## config.mk

```make
export PLATFORM = sky130hd
export DESIGN_NAME = mem_interface_arbiter
export DESIGN_NICKNAME = d
export VERILOG_FILES = /design/src/rtl/mem_interface_arbiter.sv
export SDC_FILE = /design/constraint.sdc
export NUM_CORES = 1
export LEC_CHECK = 0
export CORE_ASPECT_RATIO = 1.75
export CORE_MARGIN = 4
export CORE_UTILIZATION = 35
export DETAILED_ROUTE_END_ITERATION = 6
export MAX_ROUTING_LAYER = met4
export PLACE_DENSITY = 0.77
export REMOVE_ABC_BUFFERS = 1
export SETUP_SLACK_MARGIN = 0.5
export SLEW_MARGIN = 25
export SYNTH_ARGS = -nofsm -noshare
export SYNTH_HDL_FRONTEND = slang
export SYNTH_SLANG_ARGS = --single-unit
```

## constraint.sdc

```tcl
create_clock -name clk -period 1.35 [get_ports clk]
set_input_delay 0.135 -clock clk [delete_from_list [all_inputs] [get_ports clk]]
set_output_delay 0.135 -clock clk [all_outputs]
set_load 0.005 [all_outputs]
```

## src/rtl/mem_interface_arbiter.sv

```systemverilog
// Line-fill / write-back arbiter between the L1 I- and D-caches and one memory port (I priority, D wins once after waiting).
// Grant one cycle after a req is seen in IDLE; each word waits on memAck, read words return one cycle after their ack.
module mem_interface_arbiter #(
   parameter int WORD_LENGTH = 32,
   parameter int ADR_WIDTH   = 32,
   parameter int BLOCK_WORDS = 4,
   parameter int IDX_W       = $clog2(BLOCK_WORDS)
) (
   input  logic                   clk,
   input  logic                   rst,
   input  logic                   iReq,
   input  logic [ADR_WIDTH-1:0]   iAdr,
   output logic                   iRvalid,
   output logic [WORD_LENGTH-1:0] iRdata,
   output logic                   iDone,
   input  logic                   dReq,
   input  logic                   dWe,
   input  logic [ADR_WIDTH-1:0]   dAdr,
   input  logic [WORD_LENGTH-1:0] dWdata,
   output logic                   dRvalid,
   output logic [WORD_LENGTH-1:0] dRdata,
   output logic                   dDone,
   output logic [IDX_W-1:0]       xferIdx,
   output logic                   memReq,
   output logic                   memWe,
   output logic [ADR_WIDTH-1:0]   memAdr,
   output logic [WORD_LENGTH-1:0] memWdata,
   input  logic                   memAck,
   input  logic [WORD_LENGTH-1:0] memRdata
);

   localparam int BYTES = WORD_LENGTH / 8;
   localparam int BSH   = $clog2(BYTES);
   localparam logic [ADR_WIDTH-1:0] OFF_MASK = ADR_WIDTH'(BLOCK_WORDS * BYTES - 1);

   typedef enum logic [2:0] {IDLE, I_RD, D_RD, D_WR, DONE} state_t;

   state_t                 r_state;
   state_t                 w_next;
   logic [IDX_W-1:0]       r_cnt;
   logic [ADR_WIDTH-1:0]   r_base;
   logic                   r_dpend;
   logic                   r_owner_d;
   logic                   r_irv;
   logic                   r_drv;
   logic [WORD_LENGTH-1:0] r_irdata;
   logic [WORD_LENGTH-1:0] r_drdata;
   logic [IDX_W-1:0]       r_xidx;

   logic                   w_xfer;
   logic                   w_last;
   logic                   w_grant_i;
   logic                   w_grant_d;
   logic [ADR_WIDTH-1:0]   w_line;

   assign w_xfer = (r_state == I_RD) || (r_state == D_RD) || (r_state == D_WR);
   assign w_last = (r_cnt == IDX_W'(BLOCK_WORDS - 1));
   assign w_line = (w_grant_d ? dAdr : iAdr) & ~OFF_MASK;

   always_ff @(posedge clk or negedge rst) begin
      if (!rst) r_state <= IDLE;
      else      r_state <= w_next;
   end

   // A D request that waited through an I line overrides the usual I priority once.
   always_comb begin
      w_next    = r_state;
      w_grant_i = 1'b0;
      w_grant_d = 1'b0;
      case (r_state)
         IDLE: begin
            if (dReq && (r_dpend || !iReq)) begin
               w_grant_d = 1'b1;
               w_next    = dWe ? D_WR : D_RD;
            end else if (iReq) begin
               w_grant_i = 1'b1;
               w_next    = I_RD;
            end
         end
         I_RD, D_RD, D_WR: if (memAck && w_last) w_next = DONE;
         DONE:    w_next = IDLE;
         default: w_next = IDLE;
      endcase
   end

   always_ff @(posedge clk or negedge rst) begin
      if (!rst) begin
         r_cnt     <= '0;
         r_base    <= '0;
         r_dpend   <= 1'b0;
         r_owner_d <= 1'b0;
         r_irv     <= 1'b0;
         r_drv     <= 1'b0;
         r_irdata  <= '0;
         r_drdata  <= '0;
         r_xidx    <= '0;
      end else begin
         r_irv <= 1'b0;
         r_drv <= 1'b0;
         if (w_grant_i || w_grant_d) begin
            r_base    <= w_line;
            r_cnt     <= '0;
            r_owner_d <= w_grant_d;
         end else if (w_xfer && memAck && !w_last) begin
            r_cnt <= r_cnt + 1'b1;
         end
         if (w_grant_d)                    r_dpend <= 1'b0;
         else if (r_state == I_RD && dReq) r_dpend <= 1'b1;
         if (memAck && r_state == I_RD) begin
            r_irv    <= 1'b1;
            r_irdata <= memRdata;
            r_xidx   <= r_cnt;
         end
         if (memAck && r_state == D_RD) begin
            r_drv    <= 1'b1;
            r_drdata <= memRdata;
            r_xidx   <= r_cnt;
         end
      end
   end

   // Outputs decode the state directly so an asynchronous reset drops memReq at once.
   assign memReq   = w_xfer;
   assign memWe    = (r_state == D_WR);
   assign memAdr   = r_base + (ADR_WIDTH'(r_cnt) << BSH);
   assign memWdata = (r_state == D_WR) ? dWdata : '0;
   assign xferIdx  = (r_state == D_WR) ? r_cnt : r_xidx;
   assign iRvalid  = r_irv;
   assign iRdata   = r_irdata;
   assign dRvalid  = r_drv;
   assign dRdata   = r_drdata;
   assign iDone    = (r_state == DONE) && !r_owner_d;
   assign dDone    = (r_state == DONE) && r_owner_d;

endmodule

```

Word-level counts from Yosys, hierarchy flattened
Index checks and enable logic that the tools add are counted.
Widths: inputs -> output; s select.
{"block": "word_totals", "inputBits": 134, "reg_bits": 103, "out_inout_bits": 136}
{"block": "op_classes", "n_reduce_logical": 22, "mux": 21, "n_eq_ne": 7, "n_addsub": 2}
{"cell": "$mux 32", "n": 2}
{"cell": "$add 32x4->32", "n": 1}
{"cell": "$mux 1", "n": 10}
{"cell": "$mux 2", "n": 5}
{"cell": "$logic_and 1x1->1", "n": 9}
{"cell": "$mux 3", "n": 3}
{"cell": "$eq 3x2->1 const B", "n": 2}
{"cell": "$pmux 3 s2", "n": 1}
{"cell": "$reduce_bool 2->1", "n": 3}
{"cell": "$logic_or 1x1->1", "n": 4}
{"cell": "$eq 3x1->1 const B", "n": 1}
{"cell": "$eq 3x3->1 const B", "n": 1}
{"cell": "$logic_not 1->1", "n": 3}
{"cell": "$logic_not 3->1", "n": 1}
{"cell": "$ne 3x3->1 const B", "n": 1}
{"cell": "$reduce_or 3->1", "n": 1}
{"cell": "$add 2x1->2 const B", "n": 1}
{"cell": "$eq 2x2->1 const B", "n": 1}
{"cell": "$ne 2x2->1 const B", "n": 1}
{"cell": "$reduce_and 2->1", "n": 1}

Logic depth before layout (Yosys ltp)
Gate-level depths: netlist of the first run.
{"block": "depth", "depth_word": 7, "ltp_mapped": 6, "depth_no_buf": 4}

Least setup slack after synthesis of the first run
Ideal clock, no wire load.
{"block": "synth_timing", "path_type": "register to register", "start": "reg r_state[0]", "end": "reg r_drdata[0] (netlist: dRdata[0])", "path_slack_ns": -0.098, "path_buffers": 2, "period_less_slack_ns": 1.448, "stages_incl_launch_ff": 5, "arrival_ns": 1.321, "setup_ns": 0.127, "path_cell_list": "dfrtp_1 nor4bb_1 buf_2 buf_6 mux2_1"}
{"block": "synth_via", "elab_chain_len": 2}
{"item": "from (decl)", "line": "38", "text": "state_t r_state;"}
{"item": "from (signal assigned)", "line": "62", "text": "else r_state <= w_next;"}
{"item": "$eq 3x2->1", "line": "114", "text": "if (memAck && r_state == D_RD) begin"}
{"item": "$logic_and 1x1->1", "line": "114"}
{"item": "to (signal assigned)", "line": "116", "text": "r_drdata <= memRdata;"}
{"item": "to (decl)", "line": "47", "text": "logic [WORD_LENGTH-1:0] r_drdata;"}
No other way between the ends.
A chain may end at the register's enable or synchronous reset.

Worst setup path in the final report of the first run
{"block": "layout_timing", "start": "reg r_state[2]", "end": "out xferIdx[1]"}
{"block": "layout_via", "elab_chain_len": 2}
{"item": "$eq 3x2->1", "line": "127", "text": "assign xferIdx = (r_state == D_WR) ? r_cnt : r_xidx;"}
{"item": "$mux 2", "line": "127"}
{"item": "to (decl)", "line": "23", "text": "output logic [IDX_W-1:0] xferIdx,"}
No other way between the ends.

==> flow_summary.ini, run 1 <==
[timing]
finalHoldViolations = 0
timing.fmax_mhz = 579.5
drv_slew = 0
finalSetupViolCount = 137
rsz0062_at_grt = yes
tns_ns = -37.89
min_period_over_period = 1.278
worst_slack_ns = -0.3755
clock_skew_ns = 0.006719
fin_crit_ns = 1.725

[drt]
postRouteAntennaNets = 0
met3_wirelength_um = 1062
vias = 4541
wl_met1_um = 5776
dr.max_layer_used = met4
drcViolationCount = 0
wl_um = 17690
drt_pre_antenna_iters = 4
drt-initial-drc-count = 124
wire_per_inst_um = 19.39
routed-wl-met2_um = 10200
via_per_inst = 4.979

[clock_tree]
htreeDepth = 3
clock_sinks = 103
cts_buffers = 9
cts_tree = yes
path_clk_slew_ns = 0.07
clk_latency_ns = 0.34
cts-root-buf = clkbuf_16
clk_path_buf_depth = 2

[grt]
grt-ovfl-total = 0
grt_max_degree = 104
grt_pass1_vias = 4776
grt_use_total = 0.2171
grt_pass1_wl_um = 25030
antenna_found_initial = 0

[final_layout]
multi_input_area_um2 = 2125
regArea_um2 = 2577
finish.instance_area_um2 = 8736
antenna_cells = 0
finish.net_count = 868
fin_util = 0.6528
layout-drive-gt1-share = 0.4648
syn_to_final_growth_pct = 82.77
fill_cells = 999

[floorplan]
chipWidth_um = 96.34
die_h_um = 162.6
initial_utilization = 0.3571
die_area_um2 = 15660
fp-row-count = 56
num_io_pins = 270
core_area_um2 = 13380

[synth]
synth-async-reset-ratio = 1.000
yosysMostFrequentCell = dfrtp_1
synth_top_cell_by_area = dfrtp_1
ys_ff_latch = 103
netlist_top_cells_count = dfrtp_1 (103), and2_1 (33), a21oi_1 (32)
syn_inst = 390
yosysSeqAreaShare = 0.5393
yosysUniqueCellTypes = 34
ys_warn_count = 0
syn_area_um2 = 4780
synth_edf_count = 0
synth.area.top_cells = dfrtp_1 (54%), mux2_4 (9.1%), mux2_1 (7.3%), nand3b_1 (4.7%), and2_1 (4.3%)
synth_top_cell_area_share = 0.5393
postSynthAreaPerCell_um2 = 12.26
synthFlopType = dfrtp_1

[worst_setup_path]
r2r_end = iRdata[24]
path_max_fanout = 5
critical_path_arrival_ns = 1.59
crit_required_ns = 1.22
rr_startpoint = r_state[2]
path_class = reg -> out
r2r_cells = 5
cpMostUsedCell = buf_6
reg2reg_slack_ns = -0.37
timing.critical_path.to = xferIdx[1]
cp_slowest_cell = dfrtp_1
start_kind = flop
critPathLaunch = r_state[2]
crit_path_max_incr_delay_ns = 0.37
endpoint_kind = output pin
cp_cell_sequence = and3b_1 > buf_6 > buf_6 > mux2_4 > buf_6

[placement]
pre_cts_ws_ns = -0.4727
gp_congestion = 0.8613
portBuffers = 259
dpl-instance-area_um2 = 7645
hpwl_um = 11110

[hold_path]
hp-class = in -> async

[outcome]
violations = negative setup slack
status = complete, but fails checks

[power_and_ir_drop]
p_leak_nw = 3.957
powerDensity_nw_per_um2 = 2164
ir_drop_mv = 0.8958

[flow_run]
maxCapViolations = 0
==> layout make-up <==
| cell class | count | share of cell area |
|---|---|---|
| repair buffers | 368 | 0.4025 |
| flip-flops and latches | 103 | 0.2950 |
| multi-input cells | 249 | 0.2432 |
| clock buffers | 12 | 0.02936 |
| well taps | 174 | 0.02492 |
| clock inverters | 4 | 0.004154 |
| inverters | 2 | 0.0008594 |
==> through the flow <==
| stage | std cells | power [mW] | hold slack (ns) |
|---|---|---|---|
| floorplan | 354 | 8.617 | -0.1606 |
| global placement | 813 | 13.78 | 0.2352 |
| detailed placement | 813 | 14.12 | 0.2397 |
| CTS | 889 | 18.03 | 0.3605 |
| global route | 912 | 19.99 | 0.3670 |
| finish | 912 | 18.91 | 0.3508 |
==> logic make-up (layout without fill, tap and decap cells) <==
| logic type | after synthesis | in the layout | share of synthesized area |
|---|---|---|---|
| other | 1 | 2 | 0.0007846 |
| muxes | 69 | 69 | 0.1853 |
| adders and majority gates | 1 | 1 | 0.002617 |
| AOI/OAI and AO/OA | 93 | 93 | 0.1063 |
| and+or+nand+nor | 84 | 84 | 0.1168 |
| buffers and inverters | 39 | 386 | 0.04895 |
| DFF | 103 | 103 | 0.5393 |
==> how the worst min path moves through the flow <==
stage,from,endpoint,slack [ns],depth (start not counted)
2_1_floorplan,rst,dRdata[0],-0.16,0
3_3_place_gp,rst,iRdata[20],0.24,2
3_5_place_dp,rst,iRdata[20],0.24,2
4_1_cts,iAdr[27],r_base[27],0.36,3
5_1_grt,iAdr[13],r_base[13],0.37,3
6_report,rst,dRdata[13],0.35,3
==> power by group <==
part           internal (mW)  leakage, nW  switching [mW]
sequential              4.64         1.21           0.875
clock                   1.38        0.142            1.17
combinational           6.87         2.61            3.97
==> per-layer routing <==
| layer | vias to the layer above | track usage |
|---|---|---|
| li1 | 2078 | - |
| met2 | 203 | 0.4080 |
| met1 | 2210 | 0.2095 |
| met4 | 0 | 0.09387 |
| met3 | 50 | 0.03745 |
| met5 | - | - |
==> sequential cells by signal, summed over array words and instances (netlist names) <==
register and flops:
dRdata 32, dRvalid 1, iRdata 32, iRvalid 1
r_base 28, r_cnt 2, r_dpend 1, r_owner_d 1
r_state 3, r_xidx 2
==> cell usage in the layout, fill, tap and decap left out, drive strengths merged <==
master	n
o31ai	2
a31oi	28
and3b	1
nand3b	30
a21oi	32
clkinvlp	1
buf	239
dfrtp	103
nor2b	1
and4bb	1
or4b	1
mux2	69
or2	1
and2	34
clkbuf	16
nand2	4
conb	2
nor4bb	1
o21ai	30
inv	5
ha	1
nor2	5
or3	1
clkdlybuf4s50	124
nor3	2
a21boi	1
dlygate4sd3	1
or4	1
nand2b	1
==> critical path: cells and delay by family (launching register included) <==
kind / cells / cell delay [ns]
flip-flops: 1 / 0.37
buffers and inverters: 3 / 0.36
AND/OR/NAND/NOR: 1 / 0.22
multiplexers: 1 / 0.29
==> timing repair <==
| item | CTS | global route |
|---|---|---|
| gates cloned | 9 | 4 |
| hold buffers | 1 | 0 |
| endpoints found under the hold margin | 103 | 0 |
| resized for setup | 634 | 21 |
| endpoints found under the setup margin | 237 | 335 |
| buffers inserted | 50 | 19 |
| pin swaps | 34 | 11 |
Power figures use the tool's default switching activity.
==> run 2: changes to the inputs <==
- GPL_TIMING_DRIVEN: not set -> 0
==> run 2 against run 1 <==
  * The flow finishes with violations (negative hold slack, negative setup slack)
  * Non-clock buffer count rose by 38
  * Via count rose by 3.5%
  * Sequential power barely moved
  * Worst hold slack got worse by 0.69 ns
  * Sequential cell count did not move
  * Die area did not move
  * Critical path depth fell by 1
  * Critical path type unchanged
  * Combinational power rose by 12%
  * Critical endpoint unchanged
  * Count of clock-buffer cells in the layout fell by 1
  * Cell area rose by 4.8%
  * First-iteration DRC count rose by 21%
  * Highest routed layer unchanged
  * Total power rose by 7.0%
  * Largest power group unchanged
  * Largest cell class unchanged
==> flow_summary.ini, run 2 (synthesis results as in run 1) <==
[outcome]
violations = negative hold slack, negative setup slack
status = complete, but fails checks

[worst_setup_path]
critPathLaunch = r_state[2]
cp_cell_sequence = and3b_4 > buf_6 > mux2_4 > buf_6
crit_required_ns = 1.22
path_class = reg -> out
r2r_end = dRdata[19]
cpMostUsedCell = buf_6
reg2reg_slack_ns = -0.43
path_max_fanout = 4
critical_path_arrival_ns = 1.67
rr_startpoint = r_state[2]
cp_slowest_cell = dfrtp_2
timing.critical_path.to = xferIdx[1]
r2r_cells = 6
start_kind = flop
crit_path_max_incr_delay_ns = 0.45
endpoint_kind = output pin

[placement]
gp_congestion = 0.8326
pre_cts_ws_ns = -1.273
hpwl_um = 10840
portBuffers = 259

[grt]
grt_use_total = 0.2195
grt_max_degree = 79
grt-ovfl-total = 0
antenna_found_initial = 0
grt_pass1_vias = 4826
grt_pass1_wl_um = 25720

[timing]
worst_slew_pin_slew_ns = 0.5204
worst_slack_ns = -0.4588
tns_ns = -44.53
rsz0062_at_grt = yes
drv_slew = 0
max-slew-margin-rel = 0.6530
fin_hold_ws_ns = -0.3441
finalHoldViolations = 26
fin_crit_ns = 1.809
clock_skew_ns = 0.007637
min_period_over_period = 1.340
finalSetupViolCount = 136
timing.fmax_mhz = 552.9

[floorplan]
die_area_um2 = 15660
die_h_um = 162.6
chipWidth_um = 96.34
fp-row-count = 56
num_io_pins = 270
core_area_um2 = 13380
initial_utilization = 0.3571

[final_layout]
fill_cells = 917
finish.net_count = 909
layout-drive-gt1-share = 0.5617
antenna_cells = 0
syn_to_final_growth_pct = 91.60
final_common_cell = clkdlybuf4s50_1
layout_common_cells = clkdlybuf4s50_1 (123), buf_2 (107), dfrtp_1 (100)

[drt]
postRouteAntennaNets = 0
wl_um = 18140
drt_pre_antenna_iters = 4
vias = 4702
via_per_inst = 4.939
drcViolationCount = 0
drt-initial-drc-count = 150
wire_per_inst_um = 19.05

[clock_tree]
clk_path_buf_depth = 2
cts_buffers = 9
clk_latency_ns = 0.33
cts-root-buf = clkbuf_16
cts_tree = yes
htreeDepth = 3
path_clk_slew_ns = 0.07
clock_sinks = 103

[hold_path]
hp-class = in -> async

[power_and_ir_drop]
ir_drop_mv = 0.9608
p_leak_nw = 4.228
powerDensity_nw_per_um2 = 2208
p_total_mw = 20.22

[flow_run]
maxCapViolations = 0
-- run 2: cell types whose count changed in the layout (fill, tap and decap cells not counted), moves of 9 or more --
cell	before	now
a21oi_1	29	7
mux2_1	30	0
buf_4	57	89
and2_1	2	11
mux2_4	32	68
buf_2	97	107
a21oi_2	3	25
and2_4	31	22
-- run 2: layout make-up --
class                           instances  area (um2)  area share
Clock buffer                           11       232.7     0.02541
Timing Repair Buffer                  406        3659      0.3995
Sequential cell                       103        2581      0.2819
Clock inverter                          4       56.30    0.006148
Tap cell                              174       217.7     0.02377
Multi-Input combinational cell        252        2404      0.2625
Inverter                                2       7.507   0.0008198
-- run 2: timing repair --
item | CTS | global route
endpoints found under the hold margin | 25 | 25
pin swaps | 24 | 12
gates resized for setup | 674 | 65
buffers inserted | 105 | 26
cloned | 9 | 1
setup endpoints to repair | 237 | 237
-- run 2: worst max-delay path: cells and delay by family (launching register included) --
kind,cells,cell delay (ns)
DFF,1,0.45
muxes,1,0.30
buffers and inverters,2,0.23
and+or+nand+nor,1,0.36
-- run 2: layer usage --
layer | vias to the layer above | wire length, um | GRT usage | part of all wire
met1 | 2296 | 6537 | 0.2324 | 0.36
li1 | 2169 | - | - | -
met5 | - | 0 | - | 0
met2 | 198 | 10080 | 0.3929 | 0.56
met3 | 39 | 988 | 0.03560 | 0.054
met4 | 0 | 530 | 0.09387 | 0.029
-- run 2: power by group --
| group | internal (mW) | switching, mW |
|---|---|---|
| Sequential | 4.65 | 0.879 |
| Clock | 1.44 | 1.11 |
| Combinational | 7.74 | 4.40 |
-- run 2: worst min path at each step --
stage,startpoint,endpoint,slack [ns],depth (start not counted)
final,rst,dRdata[20],-0.34,1
after global routing,rst,iRdata[12],-0.34,1
after CTS,rst,dRdata[20],-0.35,1
after detailed placement,rst,dRdata[20],0.02,1
after global placement,dRdata[18],dRdata[18],0.47,1
after floorplan,rst,dRdata[0],-0.16,0
-- run 2: through the flow --
| stage | std cells | cell area, um2 | util | hold slack (ns) |
|---|---|---|---|---|
| 3_3_place_gp | 787 | 7367 | 0.5505 | 0.4667 |
| 6_report | 952 | 9158 | 0.6843 | -0.3441 |
| 4_1_cts | 925 | 8698 | 0.6500 | -0.3525 |
| 5_1_grt | 952 | 9158 | 0.6843 | -0.3442 |
| 3_5_place_dp | 796 | 7522 | 0.5621 | 0.01643 |
| 2_1_floorplan | 354 | 4557 | - | -0.1606 |
==> run 3: changes to the inputs <==
- CORE_UTILIZATION: 35 -> 36
- CTS_BUF_LIST: not set -> sky130_fd_sc_hd__clkbuf_8
- CTS_CLUSTER_SIZE: not set -> 8
- PLACE_DENSITY: 0.77 -> 0.79
==> run 3 against run 2 <==
  * The flow still finishes with violations (negative hold slack, negative setup slack)
  * Register-to-register slack worse by 0.06 ns
  * Worst hold slack better by 0.042 ns
  * Non-clock buffer count rose by 1
  * Largest power group unchanged
==> flow_summary.ini, run 3 (synthesis results as in run 1) <==
[outcome]
status = complete, but fails checks
violations = negative hold slack, negative setup slack

[clock_tree]
clk_latency_ns = 0.37
path_clk_slew_ns = 0.11
cts_tree = yes
cts_buffers = 9
cts-root-buf = clkbuf_8
clk_path_buf_depth = 2
clock_sinks = 103
htreeDepth = 3

[timing]
worst_slew_pin_slew_ns = 0.6242
fin_hold_ws_ns = -0.3024
fin_crit_ns = 1.855
clock_skew_ns = 0.01770
worst_slack_ns = -0.5053
finalSetupViolCount = 138
tns_ns = -48.94
timing.fmax_mhz = 539.0
min_period_over_period = 1.374
drv_slew = 0
rsz0062_at_grt = yes
max-slew-margin-rel = 0.5839
finalHoldViolations = 49

[final_layout]
final_common_cell = clkdlybuf4s50_1
syn_to_final_growth_pct = 89.92
regArea_um2 = 2582
layout_common_cells = clkdlybuf4s50_1 (123), buf_2 (100), dfrtp_1 (99)
antenna_cells = 0
multi_input_area_um2 = 2460
fin_util = 0.6979
fill_cells = 870
finalNonFillerCells = 954
finish.instance_area_um2 = 9077
layout-drive-gt1-share = 0.5722
finish.net_count = 913

[grt]
grt_use_total = 0.2330
grt_pass1_wl_um = 26900
grt_pass1_vias = 5102
antenna_found_initial = 0
grt_max_degree = 57
grt-ovfl-total = 0

[drt]
wire_per_inst_um = 19.47
dr.max_layer_used = met4
postRouteAntennaNets = 0
routed-wl-met2_um = 10070
drt_pre_antenna_iters = 4
via_per_inst = 4.957
drt-initial-drc-count = 122
wl_met1_um = 6691
drcViolationCount = 0
met3_wirelength_um = 939
vias = 4729
wl_um = 18580

[floorplan]
die_h_um = 160.4
initial_utilization = 0.3675
die_area_um2 = 15260
num_io_pins = 270
fp-row-count = 55
chipWidth_um = 95.10
core_area_um2 = 13010

[worst_setup_path]
cp_slowest_cell = dfrtp_2
r2r_end = dRdata[12]
critical_path_arrival_ns = 1.72
rr_startpoint = r_state[2]
reg2reg_slack_ns = -0.49
worst-path-buf-inv = 2
endpoint_kind = output pin
start_kind = flop
path_class = reg -> out
path_max_fanout = 7
crit_path_max_incr_delay_ns = 0.47
r2r_cells = 6
cp_top_family = flip-flops
cpMostUsedCell = buf_6
cp_cell_sequence = and3b_4 > buf_6 > mux2_4 > buf_6
crit_required_ns = 1.22

[placement]
gp_congestion = 0.8221
portBuffers = 259
dpl-instance-area_um2 = 7500
hpwl_um = 10680
pre_cts_ws_ns = -1.419
placed_cells = 792

[flow_run]
maxCapViolations = 0

[power_and_ir_drop]
comb_power_share = 0.629
seqPwrFrac = 0.283
p_leak_nw = 4.186
p_sw_mw = 6.450
pwr-share-clk = 0.089
p_total_mw = 19.65
ir_drop_mv = 0.8848
powerDensity_nw_per_um2 = 2164
internal-power_mw = 13.20
switching_share = 0.3283

[hold_path]
hp-class = in -> async
-- run 3: worst register-to-register path: stages, from the launching register on --
cell	delay [ns]
dfrtp_2	0.47
buf_6	0.14
nor4bb_4	0.36
buf_6	0.18
buf_12	0.13
buf_12	0.14
mux2_4	0.30
-- run 3: repair_timing --
item                                    in CTS  in global routing
pin swaps                                   39                 10
resized for setup                          686                 69
buffers inserted                            92                 40
hold endpoints to repair                    49                 49
endpoints found under the setup margin     237                237
cloned                                      13                  1
-- run 3: worst max-delay path by stage --
stage | startpoint | endpoint | slack (ns) | depth (start not counted)
finish | r_state[2] | xferIdx[1] | -0.51 | 4
global route | r_state[2] | xferIdx[1] | -0.55 | 4
CTS | r_state[2] | xferIdx[1] | -0.50 | 4
detailed placement | r_state[2] | r_base[7] | -1.42 | 4
global placement | memAck | dRdata[20] | -5.61 | 3
floorplan | r_state[2] | dRdata[19] | -3.24 | 2
-- run 3: power by group through the flow --
stage	sequential, mW	combinational (mW)	clock (mW)
finish	5.56	12.3	1.74
global route	5.71	13.1	1.90
CTS	5.46	10.6	1.77
detailed placement	5.60	8.16	0
global placement	5.47	7.74	0
floorplan	5.59	3.03	0
-- run 3: cell type report --
type,instances,area share
clock buffers,9,0.01365
clock inverters,7,0.004549
inverters,2,0.0008270
multi-input cells,255,0.2710
flip-flops and latches,103,0.2845
well taps,171,0.02357
repair buffers,407,0.4019
-- run 3: layer usage --
layer  GRT usage  vias to the layer above
li1            -                     2168
met1      0.2480                     2310
met2      0.4051                      198
met3     0.04311                       53
met4      0.1124                        0
met5           -                        -
